--- src/rtl/mat4_xform_seq.sv ---
// mat4_xform_seq: sequences four row-by-vector dot products on a shared dot4
// engine to form the Q8.8 product M x v. It latches the operands when a job
// is accepted. It captures one result element each time dot4 signals done.
module mat4_xform_seq (
  input  logic         clk,
  input  logic         reset_n,
  input  logic         start,
  input  logic [255:0] mat,
  input  logic [15:0]  vin_x,
  input  logic [15:0]  vin_y,
  input  logic [15:0]  vin_z,
  input  logic [15:0]  vin_w,
  output logic         busy,
  output logic         done,
  output logic [15:0]  vout_x,
  output logic [15:0]  vout_y,
  output logic [15:0]  vout_z,
  output logic [15:0]  vout_w,
  output logic         dot_start,
  output logic [15:0]  dot_v1_x,
  output logic [15:0]  dot_v1_y,
  output logic [15:0]  dot_v1_z,
  output logic [15:0]  dot_v1_w,
  output logic [15:0]  dot_v2_x,
  output logic [15:0]  dot_v2_y,
  output logic [15:0]  dot_v2_z,
  output logic [15:0]  dot_v2_w,
  input  logic         dot_done,
  input  logic [15:0]  dot_result
);

  typedef enum logic [1:0] {S_IDLE, S_ISSUE, S_WAIT, S_FINISH} state_t;

  state_t             state_q, state_d;
  logic [1:0]         row_q, row_d;
  logic [255:0]       mat_q, mat_d;
  logic [3:0][15:0]   vec_q, vec_d;
  logic [3:0][15:0]   vout_q, vout_d;
  logic               busy_q, busy_d;
  logic               done_q, done_d;
  logic               dot_start_q, dot_start_d;
  logic               dot_done_prev_q, dot_done_prev_d;
  logic               dot_rise;
  logic [63:0]        row_sel;

  // A held-high done level from the previous row must not count, so only
  // a low-to-high transition of dot_done marks completion.
  assign dot_rise = dot_done & ~dot_done_prev_q;

  // Row mux: the latched row for the current row counter, column 0 in the low bits.
  assign row_sel  = mat_q[{row_q, 6'd0} +: 64];

  assign dot_v1_x = row_sel[15:0];
  assign dot_v1_y = row_sel[31:16];
  assign dot_v1_z = row_sel[47:32];
  assign dot_v1_w = row_sel[63:48];
  assign dot_v2_x = vec_q[0];
  assign dot_v2_y = vec_q[1];
  assign dot_v2_z = vec_q[2];
  assign dot_v2_w = vec_q[3];

  assign vout_x    = vout_q[0];
  assign vout_y    = vout_q[1];
  assign vout_z    = vout_q[2];
  assign vout_w    = vout_q[3];
  assign busy      = busy_q;
  assign done      = done_q;
  assign dot_start = dot_start_q;

  // Next-state logic: accept, issue each row, wait for the dot4 rising done, finish.
  always_comb begin
    state_d         = state_q;
    row_d           = row_q;
    mat_d           = mat_q;
    vec_d           = vec_q;
    vout_d          = vout_q;
    busy_d          = busy_q;
    done_d          = 1'b0;
    dot_start_d     = 1'b0;
    dot_done_prev_d = dot_done;
    case (state_q)
      S_IDLE: begin
        if (start) begin
          mat_d       = mat;
          vec_d       = {vin_w, vin_z, vin_y, vin_x};
          row_d       = 2'd0;
          busy_d      = 1'b1;
          dot_start_d = 1'b1;
          state_d     = S_ISSUE;
        end
      end
      S_ISSUE: begin
        state_d = S_WAIT;
      end
      S_WAIT: begin
        if (dot_rise) begin
          vout_d[row_q] = dot_result;
          if (row_q == 2'd3) begin
            done_d  = 1'b1;
            state_d = S_FINISH;
          end else begin
            row_d       = row_q + 2'd1;
            dot_start_d = 1'b1;
            state_d     = S_ISSUE;
          end
        end
      end
      S_FINISH: begin
        busy_d  = 1'b0;
        state_d = S_IDLE;
      end
      default: begin
        state_d = S_IDLE;
      end
    endcase
  end

  // State and output registers; reset clears everything, including the latches.
  always_ff @(posedge clk) begin
    if (!reset_n) begin
      state_q         <= S_IDLE;
      row_q           <= 2'd0;
      mat_q           <= '0;
      vec_q           <= '0;
      vout_q          <= '0;
      busy_q          <= 1'b0;
      done_q          <= 1'b0;
      dot_start_q     <= 1'b0;
      dot_done_prev_q <= 1'b0;
    end else begin
      state_q         <= state_d;
      row_q           <= row_d;
      mat_q           <= mat_d;
      vec_q           <= vec_d;
      vout_q          <= vout_d;
      busy_q          <= busy_d;
      done_q          <= done_d;
      dot_start_q     <= dot_start_d;
      dot_done_prev_q <= dot_done_prev_d;
    end
  end

endmodule
--- config.mk ---
export PLATFORM = sky130hd
export DESIGN_NAME = mat4_xform_seq
export DESIGN_NICKNAME = d
export VERILOG_FILES = /design/src/rtl/mat4_xform_seq.sv
export SDC_FILE = /design/constraint.sdc
export NUM_CORES = 1
export LEC_CHECK = 0
export BUFFER_PORTS_ARGS = -buffer_cell sky130_fd_sc_hd__buf_2
export CAP_MARGIN = 0
export CORE_AREA = 2 2 208 210
export CTS_BUF_LIST = sky130_fd_sc_hd__clkbuf_4 sky130_fd_sc_hd__clkbuf_8
export DETAILED_ROUTE_END_ITERATION = 6
export DIE_AREA = 0 0 210 212
export MAX_ROUTING_LAYER = met4
export SLEW_MARGIN = 30
export SYNTH_ARGS = -nofsm -noshare
export SYNTH_HDL_FRONTEND = slang
export SYNTH_SLANG_ARGS = --single-unit
export TNS_END_PERCENT = 100
--- constraint.sdc ---
create_clock -name clk -period 3.5 [get_ports clk]
set_input_delay 0 -clock clk [delete_from_list [all_inputs] [get_ports clk]]
set_output_delay 0 -clock clk [all_outputs]
set_load 0.1 [all_outputs]
==> results <==
- The run finished with clean final reports.
- The maximum number of pins on one net before global-route repair is 172.
- The netlist uses 29 different library cells.
- The ratio of routed vias to standard cells is 4.91.
- STA puts the critical path data required time at 3.50 ns.
- Dividing total power by cell area gives a power density of 507 nW/µm².
- The peak per-stage delay on the critical path is 0.93 ns.
- The post-detailed-placement cell area is 18100 µm².
- The clock arrives with 0.0236 ns of skew.
- The via count of the first global-routing pass is 15932.
- The standby leakage power is 10.3 nW.
- The clock root buffer is clkbuf_8.
- The maximum count of clock buffers along a single path is 3.
- The share of the core filled with cells is 54.3%.
- The warning count from the yosys run is 0.
- The endpoint kind of the worst setup timing path is a primary output.
- The final period utilization is 79.4%.
- The total via count after detailed routing is 15590.
- The final-report max-slew violation count came to 0.
- Across the run, the number of max-cap violations was 0.
- Synthesis handed over a netlist of 1736 instances.
- The sum of routed wire length over all layers is 54600 µm.
- Buffers placed on the I/O ports in this run total 534.
- Counting I/O delays and the setup requirement, the final critical path takes 2.78 ns.
- Across the VDD grid, the largest voltage drop is 0.000303 V.
- The cell type of the slowest stage on the worst timing path is dfxtp_4.
- The final weighted congestion of routability-driven global placement is 0.898.
- In this run the count of I/O pins placed on the die edge is 535.
- The number of setup buffers added after CTS is 0.
- Together, buffers and inverters on the worst path number 2.
- A synthesized cell averages 8.77 µm².
- The initial antenna violation count is 11.
- The number of enable-type register cells in the synthesized netlist is 0.
- The critical path's top delay family is flip-flops.
- The number of remaining DRC errors is 0.
- TritonCTS built the clock tree.
- The total count of hold-check failures in the final report is 0.
- After floorplanning, the core was divided into 76 placement rows.
- Gates resized during post-CTS repair numbered 0.
- The effective utilization at floorplan is 35.8%.
- The H-tree generated during clock tree synthesis spans 3 levels.
- The upper clock frequency limit is 360 MHz.
- In the layout the commonest cells are 723 x nand2_1, 534 x buf_2, 390 x dfxtp_1.
- Buffers inserted to repair hold after CTS numbered 340.
- The die is 212 µm tall.
- STA classifies the critical path startpoint as a flop.
- The library cell used most frequently in the layout, excluding fill and tap cells, is nand2_1.
- The class of the worst hold path is in2reg.
- The global-route total usage across every layer is 24.2%.
- The CTS clock-pin slew for the worst setup and hold paths is 0.07 ns.
- The clock latency at the later pin of the worst-skew pair is 0.60 ns.
- Clock tree synthesis inserted a total of 69 buffers.
- The critical path is of the reg2out type.
- The most frequently used flop master after synthesis is dfxtp_1.
- The area of the core is 42500 µm².
- The average wire per standard cell is 17.2 µm.
- Of the cells placed in the final design, the portion with a size suffix greater than 1 is 28.6%.
- For this run, the detailed router's first-pass iteration total came to 5.
- The first global-routing pass estimated 83100 µm of wire.
- The dominant cell type by area after synthesis is dfxtp_1.
- The post-synthesis sequential area ratio is 51.6%.
- The sum of negative setup slack is 0 ns.
- From left edge to right edge, the die measures 210 µm.
- Once detail routing completed, the nets flagged for antenna violations numbered 0.
- The die covers 44500 µm².
- The data arrival time of the critical path is 2.78 ns.
- Setup violations remaining at the end of the flow were counted as 0.
- The detailed router's first-iteration violation count is 1106.
- After legalization and detailed placement, the total HPWL measured 34000 µm.
- Setup repair after global routing left no endpoint under its margin.
- The number of nets in the synthesized netlist is 2081.
- The top cell type's share of synthesized area is 51.6%.
- The tree built by TritonCTS fans out to 392 sinks.
- The post-synthesis instance area is 15200 µm².
- The number of synthesized register bits is 392.
- The relative max-transition margin is 41.2%.
- The share of async-settable or async-resettable flops after synthesis is 0%.
- The pre-CTS setup slack is 1.36 ns.
- The layout overhead on the synthesized area is 51.6%.
- The signal on the critical path passes through buf_4 > mux4_2 > buf_2.
- The count of nets after finishing is 2906.
- The remaining global-route overflow is 0.
- The minimum hold slack is 0.175 ns.
- The slew at the pin with the worst max-slew slack is 0.881 ns.
- The post-layout instance area is 23100 µm².
- Across all setup checks in the final design, the least slack found is 0.722 ns.
- In the post-synthesis netlist, the biggest area contributors are dfxtp_1 52%, nand2_1 18%, a21oi_1 11%.
- Along the worst path, the maximum fanout reaches 48.
-- path summary, 6_finish.rpt --
kind | start | to | slack, ns | cells past startpoint
max reg2reg | state_q[1] | mat_q[151] | 1.20 | 5
min | mat[117] | mat_q[117] | 0.18 | 4
min reg2reg | mat_q[132] | mat_q[132] | 0.45 | 2
max | row_q[1] | dot_v1_z[12] | 0.72 | 3
-- state kept, by name (all words and copies together), names as in the netlist --
name	cells
dot_v2_w	16
row_q	2
vout_y	16
dot_done_prev_q	1
busy	1
dot_v2_x	16
mat_q	256
done	1
vout_w	16
dot_start	1
vout_z	16
dot_v2_y	16
state_q	2
dot_v2_z	16
vout_x	16
-- synthesized netlist by cell type, types with 2 or more instances --
master,number
nand2_1,723
dfxtp_1,392
a21oi_1,325
mux2i_1,64
mux4_2,64
clkbuf_1,54
buf_2,45
buf_4,36
ha_1,5
nand2_2,4
inv_1,3
nand2b_1,3
buf_1,2
-- cell families after synthesis --
kind of cell	count (synthesis)	share of synthesized area (%)
AOI/OAI and AO/OA	328	10.8
adders and majority gates	5	0.411
and+or+nand+nor	742	18.8
DFF	392	51.6
buffers and inverters	141	4.74
muxes	128	13.7
-- through the flow --
step	cells	power, W
final	3173	0.0117
after global routing	3168	0.0122
after CTS	3157	0.0118
after detailed placement	2696	0.00688
after global placement	2695	0.00684
after floorplan	1736	0.00640
-- worst register-to-register path, cell delays in order, from the launching register on --
cell and delay [ns]:
dfxtp_1 0.56, or3b_4 0.53, buf_4 0.36, nand2_1 0.09
a21oi_1 0.14, dlygate4sd3_1 0.57
-- metal layers --
| metal | global-route usage [%] | part of all wire, % |
|---|---|---|
| met4 | 13.5 | 4.9 |
| met3 | 5.85 | 7.3 |
| met1 | 26.7 | 39 |
| met2 | 40.3 | 49 |
| met5 | - | 0 |
-- cell type report --
class | count | area [µm²]
diodes | 16 | 40.0
flip-flops and latches | 392 | 7860
well taps | 546 | 683
multi-input cells | 1203 | 6660
clock buffers | 105 | 1330
inverters | 4 | 22.5
clock inverters | 16 | 174
fillers | 3787 | 19400
repair buffers | 891 | 6300
-- power by group --
part	internal, W	switching, W
sequential	0.00472	0.000149
combinational	0.000737	0.00152
clock	0.00266	0.00192
total	0.00811	0.00359
No activity file was read; power rests on OpenSTA's default activity.
